**src/rtl/mmio_pkg.sv**
```systemverilog
// mmio_pkg: register map, STATUS bit positions and reset constants shared by
// the MMIO responder and its transmit FIFO.
package mmio_pkg;

  // Word offsets within the register window (Addr[4:2])
  localparam logic [2:0] OFF_TXDATA  = 3'd0;
  localparam logic [2:0] OFF_STATUS  = 3'd1;
  localparam logic [2:0] OFF_TIMER   = 3'd2;
  localparam logic [2:0] OFF_COMPARE = 3'd3;
  localparam logic [2:0] OFF_CTRL    = 3'd4;

  // STATUS bit positions
  localparam int ST_FULL  = 0;
  localparam int ST_EMPTY = 1;
  localparam int ST_OVF   = 2;
  localparam int ST_FLAG  = 8;
  localparam int ST_CNT   = 11;   // count occupies [15:11]
  localparam int ST_CNT_W = 5;

  // CTRL bit positions
  localparam int CTRL_TMR_EN = 0;
  localparam int CTRL_IRQ_EN = 1;

  localparam logic [31:0] COMPARE_RST = 32'hFFFF_FFFF;

endpackage

```
**src/rtl/mmio_fifo.sv**
```systemverilog
// mmio_fifo: byte FIFO with head-of-queue output. A push into a full FIFO is
// accepted only when a pop frees the slot in the same cycle.
module mmio_fifo
  import mmio_pkg::*;
#(
  parameter int DEPTH = 8,
  localparam int AW = $clog2(DEPTH),
  localparam int CW = AW + 1
) (
  input  logic          clk,
  input  logic          rst,
  input  logic          push,
  input  logic [7:0]    wdata,
  input  logic          pop,
  output logic [7:0]    rdata,
  output logic          full,
  output logic          empty,
  output logic [CW-1:0] count
);

  logic [7:0]    mem [DEPTH];
  logic [AW-1:0] wp, rp;
  logic          pop_ok, push_ok;

  assign empty   = (count == '0);
  assign full    = (count == CW'(DEPTH));
  assign pop_ok  = pop & ~empty;
  assign push_ok = push & (~full | pop_ok);
  // Head forced to 0 when empty so the sink sees 0 out of reset.
  assign rdata   = empty ? 8'h00 : mem[rp];

  // Storage write; contents need no reset since empty masks the head.
  always_ff @(posedge clk) begin
    if (push_ok) mem[wp] <= wdata;
  end

  // Pointer and occupancy update; pointers wrap naturally (DEPTH is 2^AW).
  always_ff @(posedge clk) begin
    if (rst) begin
      wp    <= '0;
      rp    <= '0;
      count <= '0;
    end else begin
      if (push_ok) wp <= wp + 1'b1;
      if (pop_ok)  rp <= rp + 1'b1;
      count <= count + CW'(push_ok) - CW'(pop_ok);
    end
  end

endmodule

```
**src/rtl/mmio_responder.sv**
```systemverilog
// mmio_responder: data-memory-port target with a byte TX FIFO and an optional
// compare-match timer. Reads are combinational, writes commit on the clock.
// Define MMIO_TIMER_EN to build the timer, COMPARE, CTRL and Irq logic.
module mmio_responder
  import mmio_pkg::*;
#(
  parameter logic [31:0] BASE  = 32'h0000_7F00,
  parameter int          DEPTH = 8
) (
  input  logic        Clk,
  input  logic        Reset,
  input  logic [31:0] Addr,
  input  logic [31:0] WData,
  input  logic        MemWrite,
  input  logic        MemRead,
  output logic        Sel,
  output logic [31:0] RData,
  output logic [7:0]  TxData,
  output logic        TxValid,
  input  logic        TxReady,
  output logic        Irq
);

  localparam int CW = $clog2(DEPTH) + 1;

  logic [2:0]    off;
  logic          wr, st_wr, push, pop, full, empty, ovf;
  logic [CW-1:0] count;
  logic [31:0]   timer, compare;
  logic [1:0]    ctrl;
  logic          flag;
  logic          unused_bits;

  assign off   = Addr[4:2];
  assign Sel   = (Addr[31:5] == BASE[31:5]);
  assign wr    = MemWrite & Sel;
  assign st_wr = wr && (off == OFF_STATUS);
  assign push  = wr && (off == OFF_TXDATA);
  assign pop   = TxValid & TxReady;

  assign unused_bits = &{1'b0, Addr[1:0], WData[31:8]};

  mmio_fifo #(.DEPTH(DEPTH)) u_fifo (
    .clk   (Clk),
    .rst   (Reset),
    .push  (push),
    .wdata (WData[7:0]),
    .pop   (pop),
    .rdata (TxData),
    .full  (full),
    .empty (empty),
    .count (count)
  );

  assign TxValid = ~empty;

  // Sticky overflow: a dropped push sets it; a set beats a same-cycle clear.
  always_ff @(posedge Clk) begin
    if (Reset)                          ovf <= 1'b0;
    else if (push & full & ~pop)        ovf <= 1'b1;
    else if (st_wr & WData[ST_OVF])     ovf <= 1'b0;
  end

`ifdef MMIO_TIMER_EN
  logic tmr_wr, match;

  assign tmr_wr = wr && (off == OFF_TIMER);
  assign match  = ctrl[CTRL_TMR_EN] && (timer == compare);

  // Timer, compare, control and match flag; a software TIMER write overrides
  // both the increment and the match reload, and suppresses the flag.
  always_ff @(posedge Clk) begin
    if (Reset) begin
      timer   <= '0;
      compare <= COMPARE_RST;
      ctrl    <= '0;
      flag    <= 1'b0;
    end else begin
      if (tmr_wr)                  timer <= WData;
      else if (match)              timer <= '0;
      else if (ctrl[CTRL_TMR_EN])  timer <= timer + 32'd1;
      if (wr && (off == OFF_COMPARE)) compare <= WData;
      if (wr && (off == OFF_CTRL))    ctrl    <= WData[1:0];
      if (match && !tmr_wr)               flag <= 1'b1;
      else if (st_wr && WData[ST_FLAG])   flag <= 1'b0;
    end
  end

  assign Irq = flag & ctrl[CTRL_IRQ_EN];
`else
  assign timer   = '0;
  assign compare = '0;
  assign ctrl    = '0;
  assign flag    = 1'b0;
  assign Irq     = 1'b0;
`endif

  // Read mux: zero unless this is a load that hits the window.
  always_comb begin
    RData = '0;
    if (MemRead && Sel) begin
      case (off)
        OFF_STATUS: begin
          RData[ST_FULL]             = full;
          RData[ST_EMPTY]            = empty;
          RData[ST_OVF]              = ovf;
          RData[ST_FLAG]             = flag;
          RData[ST_CNT +: ST_CNT_W]  = ST_CNT_W'(count);
        end
        OFF_TIMER:   RData = timer;
        OFF_COMPARE: RData = compare;
        OFF_CTRL:    RData = {30'd0, ctrl};
        default:     RData = '0;
      endcase
    end
  end

endmodule

```
**config.mk**
```make
export PLATFORM = sky130hd
export DESIGN_NAME = mmio_responder
export DESIGN_NICKNAME = d
export VERILOG_FILES = /design/src/rtl/mmio_pkg.sv /design/src/rtl/mmio_fifo.sv /design/src/rtl/mmio_responder.sv
export SDC_FILE = /design/constraint.sdc
export NUM_CORES = 1
export LEC_CHECK = 0
export BUFFER_PORTS_ARGS = -buffer_cell sky130_fd_sc_hd__buf_2
export CAP_MARGIN = 20
export CORE_MARGIN = 8
export CORE_UTILIZATION = 51
export DETAILED_ROUTE_END_ITERATION = 10
export HOLD_SLACK_MARGIN = 0.02
export PLACE_DENSITY_LB_ADDON = 0.12
export SETUP_SLACK_MARGIN = 0.05
export SYNTH_ARGS = -nofsm -noshare
export SYNTH_HDL_FRONTEND = slang
export SYNTH_SLANG_ARGS = --single-unit
```
**constraint.sdc**
```tcl
create_clock -name Clk -period 3.1 [get_ports Clk]
set_input_delay 0.31 -clock Clk [delete_from_list [all_inputs] [get_ports Clk]]
set_output_delay 0.31 -clock Clk [all_outputs]
set_load 0.01 [all_outputs]
```
[Word-level counts from Yosys, hierarchy flattened]
Memory sizes are Yosys's and may differ from the RTL's. A register that Yosys moved wholly into a read port is not among the register bits.
Index checks and enable logic that the tools add are counted.
Operators by class
  reductions and logical operators: 6
  eq/ne operators: 3
  order comparisons: 0
  add/subtract/negate cells: 4
  multiply operators: 0
  div/mod/pow operators: 0
  bitwise gates (word level): 11
  shift operators: 0
  muxes and demuxes: 10
Operators by type and width (count)
  27-bit by 10-bit equality test with 1-bit output (second input constant): 1
  15-bit two-way mux: 1
  3-bit two-way mux: 3
  8-bit two-way mux: 1
  1-bit AND: 7
  3-bit by 1-bit adder with 3-bit output (second input constant): 2
  4-bit by 1-bit adder with 4-bit output: 1
  4-bit equality test (second input constant): 1
  4-bit logical NOT: 1
  1-bit two-way mux: 4
  4-bit two-way mux: 1
  4-bit by 1-bit subtractor with 4-bit output: 1
  3-bit by 1-bit equality test with 1-bit output (second input constant): 1
  1-bit logical AND: 3
  3-bit logical NOT: 1
  1-bit NOT: 3
  2-bit nonzero test: 1
  1-bit OR: 1
Storage, ports and cells
  memories kept: 1
  output and inout bits: 43
  word-level logic and storage cells: 39
  bits in read-only memories: 0
  RAM bits: 64
  bits in latches: 0
  register bits after elaboration: 11
  input port bits: 69
Memories
  u_fifo.mem: depth 8, bits a word 8, read ports 1, clocked after Yosys merged registers in 1, wr ports 1, line mmio_fifo.sv:21  | logic [7:0] mem [DEPTH];

[Depth between registers and ports, before layout]
Gate-level depths: netlist of the first run.
  word-level depth: 8
  depth in mapped cells: 14
  gate-level depth less buffers: 12

[By module]
A second synthesis of the first run with hierarchy kept.
Unflattened totals
  cell total of the unflattened synthesis: 237
  area, all modules: 3525.9 um^2
By module, submodules not included
  mmio_fifo: instances 1, seq. area each 2182.1 um^2, area an instance 3119.2 um^2, cells each 178
  mmio_responder: instances 1, seq. area each 20.0 um^2, area an instance 406.6 um^2, cells each 59

[Worst setup path after synthesis of the first run]
Ideal clock, no wire load.
  kind: register to register
  from: reg u_fifo.count[2]
  to: reg u_fifo.count[2]
  arrival time: 2.253 ns
  stages on the path, launching flop included: 14
  setup slack: 0.718 ns
  cell sequence: dfxtp_1 > inv_1 > ha_1 > and3_1 > buf_2 > inv_1 > and2_1 > buf_2 > ha_1 > inv_1 > ha_1 > fa_1 > xnor2_1 > nor2_1
Between the ends
  cells in the longest elaborated chain, start to end: 8
  elaborated cells between the ends (all ways): 10
  classes of those cells: 2 x add/sub; 1 x eq/ne; 6 x bitwise; 1 x reduce/logical
Ends and longest elaborated chain
  start: declaration: line mmio_fifo.sv:18  | output logic [CW-1:0] count
  start signal: assignment: line mmio_fifo.sv:46  | count <= count + CW'(push_ok) - CW'(pop_ok);
  4-bit logical NOT *: line mmio_fifo.sv:25  | assign empty = (count == '0);
  1-bit NOT *: line mmio_responder.sv:55  | assign TxValid = ~empty;
  named net TxValid: line mmio_responder.sv:19  | output logic TxValid,
  1-bit AND: line mmio_responder.sv:39  | assign pop = TxValid & TxReady;
  1-bit AND *: line mmio_fifo.sv:27  | assign pop_ok = pop & ~empty;
  named net u_fifo.pop_ok: line mmio_fifo.sv:23  | logic pop_ok, push_ok;
  1-bit OR: line mmio_fifo.sv:28  | assign push_ok = push & (~full | pop_ok);
  1-bit AND: line mmio_fifo.sv:28
  4-bit by 1-bit adder with 4-bit output: line mmio_fifo.sv:46
  4-bit by 1-bit subtractor with 4-bit output *: line mmio_fifo.sv:46
Mark *: on every way through the listed nets, which the timed path passes. The rest lies on a longest branch.
A chain may end at the register's enable or synchronous reset.

[Final worst setup path of the first run]
  from: reg u_fifo.count[2]
  to: reg u_fifo.count[2]
Between the ends
  cells in the longest elaborated chain, start to end: 8
  elaborated cells between the ends (all ways): 10
  classes of those cells: 2 x add/sub; 1 x eq/ne; 6 x bitwise; 1 x reduce/logical
Ends and longest elaborated chain (line)
  4-bit logical NOT: mmio_fifo.sv:25
  1-bit NOT: mmio_fifo.sv:27, mmio_responder.sv:55
  1-bit AND: mmio_responder.sv:39
  1-bit AND: mmio_fifo.sv:27
  1-bit OR *: mmio_fifo.sv:28
  1-bit AND *: mmio_fifo.sv:28
  named net u_fifo.push_ok: mmio_fifo.sv:23
  4-bit by 1-bit adder with 4-bit output *: mmio_fifo.sv:46
  4-bit by 1-bit subtractor with 4-bit output *: mmio_fifo.sv:46
Marked as above.

==> results of run 1 <==
report_power, final:
| group | internal, W | leakage (nW) | switching (W) | total, W |
|---|---|---|---|---|
| sequential | 0.00118 | 0.689 | 0.0000439 | 0.00122 |
| clock | 0.000447 | 0.0990 | 0.000347 | 0.000794 |
| combinational | 0.000391 | 0.733 | 0.000399 | 0.000790 |
| total | 0.00201 | 1.52 | 0.000790 | 0.00280 |
flip-flops by register name, indices dropped and copies added, names as in the netlist, named ones only:
name,flops
ovf,1
u_fifo.mem,64
u_fifo.wp,3
u_fifo.count,4
u_fifo.rp,3
per-layer routing:
layer / vias to the layer above / share of wire
met5: - / 0
met4: 0 / 0.011
met3: 6 / 0.079
met2: 80 / 0.49
met1: 1021 / 0.42
li1: 986 / -
layout make-up:
cell class / count / area, um2 / area share
well taps: 96 / 120 / 0.0289
inverters: 8 / 30.0 / 0.00722
multi-input cells: 140 / 1230 / 0.295
clock inverters: 6 / 87.6 / 0.0211
clock buffers: 9 / 124 / 0.0298
flip-flops and latches: 78 / 2200 / 0.529
repair buffers: 69 / 370 / 0.0890
critical path: cells and delay by family, from the launching register on:
| family | cells | cell delay [ps] |
|---|---|---|
| buf+inv | 1 | 110 |
| fa+ha+maj | 3 | 780 |
| flops | 1 | 300 |
| xor+xnor | 1 | 170 |
| simple gates | 4 | 900 |
path summary, 6_finish.rpt:
path / cells past startpoint / endpoint / slack [ps]
hold reg to reg: 2 / ovf$_SDFFE_PP0P_ / 480
setup reg to reg: 9 / u_fifo.count[2]$_SDFF_PP0_ / 740
hold / removal: 1 / u_fifo.mem[4][4]$_DFFE_PP_ / 230
setup / recovery: 9 / u_fifo.count[2]$_SDFF_PP0_ / 740
cells by family after synthesis:
family          after synthesis
mux                          26
flops                        78
fa+ha+maj                     9
simple gates                 67
compound gates                8
xor+xnor                      4
other cells                   1
buf+inv                      43
layout by cell type, fill, tap and decap left out, types with 2 or more instances in the layout:
master	Yosys	layout
nor3_1	3	3
mux2i_1	9	9
inv_1	8	8
nand3_1	3	3
clkbuf_8	0	9
ha_1	8	8
nor4_1	8	8
edfxtp_1	64	64
mux4_2	16	16
a21oi_1	3	3
nor4_4	3	3
nand4_1	4	4
conb_1	1	26
o31ai_1	3	3
xnor2_1	3	3
clkinvlp_4	0	2
and4_1	3	3
nand2_1	2	2
buf_4	27	10
nor2_1	23	23
buf_2	3	59
bufinv_16	0	2
nor2b_1	3	3
dfxtp_1	14	14
nand2b_1	4	4
metrics by stage:
| step | total power [W] | instances |
|---|---|---|
| finish | 0.00280 | 406 |
| global route | 0.00296 | 406 |
| CTS | 0.00285 | 406 |
| detailed placement | 0.00205 | 391 |
| global placement | 0.00204 | 391 |
| floorplan | 0.00184 | 261 |
==> impl_metrics.toml, run 1 <==
[synthesis]
synth_most_common_cell = "edfxtp_1"
synth_top_family_by_area = "multiplexers"
synth_area_um2 = 3600
synth_cell_types = 41
ys_top_cells_by_area = "edfxtp_1 53%, mux4_2 10%, dfxtp_1 7.8%"
synth-compound-area-share = 0.0149
synth.yosys.seq_area_share = 0.611
async_flop_share = 0
ys_ff_latch = 78
synth.top_cells.by_count = "64 x edfxtp_1, 27 x buf_4, 23 x nor2_1"
ys.flop_type = "edfxtp_1"
synth_top_area_share = 0.534
synth_xor_area_frac = 0.00973
ys_warn_count = 0
synth_area_per_cell_um2 = 15.3
synthCells = 236
synthAdderAreaFrac = 0.0333
synth_mux_area_frac = 0.128
synth_largest_area_cell = "edfxtp_1"
synth-edff-count = 64
yosys.area_share.simple = 0.127

[placed_design]
dp_hpwl_um = 4750
io_buffer_count = 59
place.gp.congestion = 0.730
post-place-ws_ps = 764
placed_cell_area_um2 = 3950

[layout]
diodes = 0
fin_nets = 384
layout-drive-gt1-share = 0.365
final_cell_area_um2 = 4160
fin_util = 0.609
fillerInstances = 551
areaGrowthSynthToFinish_pct = 15.5

[timing]
setup_viol = 0
finalHoldViolations = 0
fin_ws_ps = 739
rsz0062_at_grt = "false"
fin_crit_ps = 2360
fin_hold_ws_ps = 234
final-max-slew-violation-count = 0
worst_pin_slew_ps = 774
relSlewSlack = 0.484
fmax_mhz = 424
clock_skew_ps = 5.21
finalSetupTns_ps = 0
fin_crit_sh = 0.762

[global_routing]
gr-usage-met3 = 0.0471
use_met2 = 0.223
grt_max_degree = 17
grt_pass1_vias = 2109
grt_use_met1 = 0.171
grt_pass1_wl_um = 10600
grt_use_total = 0.140
busiest_layer = "met2"
grt_overflow = 0
antenna_found_initial = 0

[clock_network]
hold_buffers = 0
cts_resized = 0
path_clk_slew_ps = 80
clkLatencyLatePin_ps = 340
post_cts_buffers = 0
cts_sinks = 78
cts_tree = "built"
cts_buffers = 9
ctsRootBufferMaster = "clkbuf_8"
cts_buffer_depth = 2
cts.htree.levels = 3

[critical_path]
start_kind = "flop"
cp-startpoint = "u_fifo.count[2]$_SDFF_PP0_"
cpMostUsedCell = "ha_1"
max_stage_delay_ps = 480
arrival_ps = 2590
r2r-start = "u_fifo.count[2]$_SDFF_PP0_"
path_cells = "inv_1 -> ha_1 -> or3b_2 -> nor2b_2 -> nor3_1 -> ha_1 -> fa_1 -> xnor2_1 -> nor2_1"
cpMaxStageDelayCell = "or3b_2"
worstSetupPathType = "flop to flop"
cp.required_ps = 3330
worst_setup_path_end_kind = "flop"
crit_fanout = 6

[detailed_routing]
wl_per_cell_um = 16.5
ant_nets = 0
vias_per_cell = 5.16
detailedRoute.firstIterationViolations = 131
finalWirelength_um = 6680
drc = 0
firstDrtPassIters = 4
num_vias = 2093

[floorplan]
row_count = 30
start_util = 0.527
dieArea_um2 = 10000
io_pins = 112
core_um2 = 6830
die_w_um = 100
die_h_um = 100

[pwr]
peakVddDrop_uv = 444
p_per_area_nw_per_um2 = 674
leakage_nw = 1.52

[min_path]
hold_start = "WData[4]"
min_path_type = "input port to flop"

[job]
maxCapViolCount = 0

[status]
status = "complete, no violations"
Power figures use the tool's default switching activity.
==> run 2: changes to the inputs <==
==> constraint.sdc (replaced) <==
create_clock -name Clk -period 2.5 [get_ports Clk]
set_input_delay 0.25 -clock Clk [delete_from_list [all_inputs] [get_ports Clk]]
set_output_delay 0.25 -clock Clk [all_outputs]
set_load 0.01 [all_outputs]
==> impl_metrics.toml, run 2 (synthesis gave the netlist of run 1 again) <==
[critical_path]
path_cells = "inv_1 -> ha_1 -> and3_1 -> inv_1 -> and2_1 -> ha_1 -> inv_1 -> ha_1 -> fa_1 -> xnor2_1 -> nor2_1"
r2r-end = "u_fifo.count[2]$_SDFF_PP0_"
path_delay_family = "adder cells"
worst_setup_path_end_kind = "flop"
r2r-start = "u_fifo.count[2]$_SDFF_PP0_"
reg2reg_slack_ps = 190
cpMaxStageDelayCell = "fa_1"
arrival_ps = 2540
crit_fanout = 4
start_kind = "flop"
cp.required_ps = 2730
max_stage_delay_ps = 380
cp_num_buf_inv = 3
worstSetupPathType = "flop to flop"
r2r_cells = 11
cp-startpoint = "u_fifo.count[2]$_SDFF_PP0_"
cp_num_cells = 11
endpoint = "u_fifo.count[2]$_SDFF_PP0_"

[clock_network]
clkLatencyLatePin_ps = 340
cts_buffer_depth = 2
post_cts_buffers = 0
cts.htree.levels = 3
cts_sinks = 78
ctsRootBufferMaster = "clkbuf_8"
cts_resized = 0
cts_buffers = 9
path_clk_slew_ps = 80
hold_buffers = 0
cts_tree = "built"

[pwr]
leakage_nw = 1.53
swShare = 0.296
p_per_area_nw_per_um2 = 826
p_int_w = 0.00242
p_seq_frac = 0.433
peakVddDrop_uv = 367
netSwitchingPower_w = 0.00102
power_frac_clock = 0.267
combPwrFrac = 0.300

[detailed_routing]
wl_per_cell_um = 16.3
detailedRoute.firstIterationViolations = 134
firstDrtPassIters = 4
num_vias = 2046
finalWirelength_um = 6680
ant_nets = 0
vias_per_cell = 4.99
drc = 0

[global_routing]
grt_use_total = 0.138
grt_max_degree = 17
grt_pass1_wl_um = 10400
grt_overflow = 0
grt_pass1_vias = 2112
antenna_found_initial = 0

[timing]
fin_hold_ws_ps = 169
clock_skew_ps = 8.93
worst_pin_slew_ps = 958
fin_crit_ps = 2310
rsz0062_at_grt = "false"
finalHoldViolations = 0
setup_viol = 0
fmax_mhz = 433
finalSetupTns_ps = 0
final-max-slew-violation-count = 0
relSlewSlack = 0.359
fin_crit_sh = 0.924

[layout]
layout_commonest_cell = "edfxtp_1"
final_cell_mix = "64 x edfxtp_1, 59 x buf_2, 26 x conb_1"
fin_nets = 386
largest_reg_flops = 64
biggestRegsByFlops = "u_fifo.mem x64, u_fifo.count x4"
fillerInstances = 545
layout-drive-gt1-share = 0.371
layout.cells.non_filler = 410
regMostFlops = "u_fifo.mem"
areaGrowthSynthToFinish_pct = 15.6
final_cell_area_um2 = 4160

[floorplan]
start_util = 0.527
io_pins = 112
core_um2 = 6830
die_w_um = 100
die_h_um = 100
dieArea_um2 = 10000
row_count = 30

[status]
status = "complete, no violations"

[placed_design]
dp_cells = 393
placed_cell_area_um2 = 3960
io_buffer_count = 59
place.gp.congestion = 0.745
dp_hpwl_um = 4740

[min_path]
min_path_type = "input port to flop"
whs_path_depth = 1

[job]
maxCapViolCount = 0
==> run 2: final cells by class <==
type | count | area (um2) | area share
antenna | 1 | 2.50 | 0.000601
tap | 96 | 120 | 0.0289
inverter | 8 | 30.0 | 0.00721
multi-input combinational | 140 | 1230 | 0.295
sequential | 78 | 2200 | 0.529
timing repair buffer | 71 | 385 | 0.0926
clock buffer | 9 | 124 | 0.0298
clock inverter | 7 | 72.6 | 0.0174
==> run 2: worst min path at each step <==
stage                            endpoint  slack (ps)             start
2_1_floorplan  u_fifo.count[0]$_SDFF_PP0_         320             Reset
3_3_place_gp             ovf$_SDFFE_PP0P_         460  ovf$_SDFFE_PP0P_
3_5_place_dp             ovf$_SDFFE_PP0P_         470  ovf$_SDFFE_PP0P_
4_1_cts        u_fifo.mem[5][5]$_DFFE_PP_         160          WData[5]
5_1_grt        u_fifo.mem[6][6]$_DFFE_PP_         170          WData[6]
6_report       u_fifo.mem[5][5]$_DFFE_PP_         170          WData[5]
==> run 2: power groups by stage <==
stage / clock network (W) / logic (W) / registers (W)
2_1_floorplan: 0 / 0.000782 / 0.00151
3_3_place_gp: 0 / 0.00103 / 0.00152
3_5_place_dp: 0 / 0.00105 / 0.00152
4_1_cts: 0.000935 / 0.00106 / 0.00149
5_1_grt: 0.000987 / 0.00116 / 0.00149
6_report: 0.000918 / 0.00103 / 0.00149
==> run 2: through the flow <==
| step | setup slack (ps) | utilization | power, W |
|---|---|---|---|
| final | 190 | 0.609 | 0.00344 |
| after global routing | 52.4 | 0.609 | 0.00364 |
| after CTS | 178 | 0.609 | 0.00348 |
| after detailed placement | 150 | 0.580 | 0.00256 |
| after global placement | 159 | 0.580 | 0.00255 |
| after floorplan | 118 | - | 0.00229 |
==> run 2: routing by layer <==
layer	vias to the layer above	wire, um	GRT usage
met2	68	3230	0.233
met1	977	2940	0.160
li1	991	-	-
met3	10	424	0.0374
met5	-	0	0
met4	0	80	0.0593
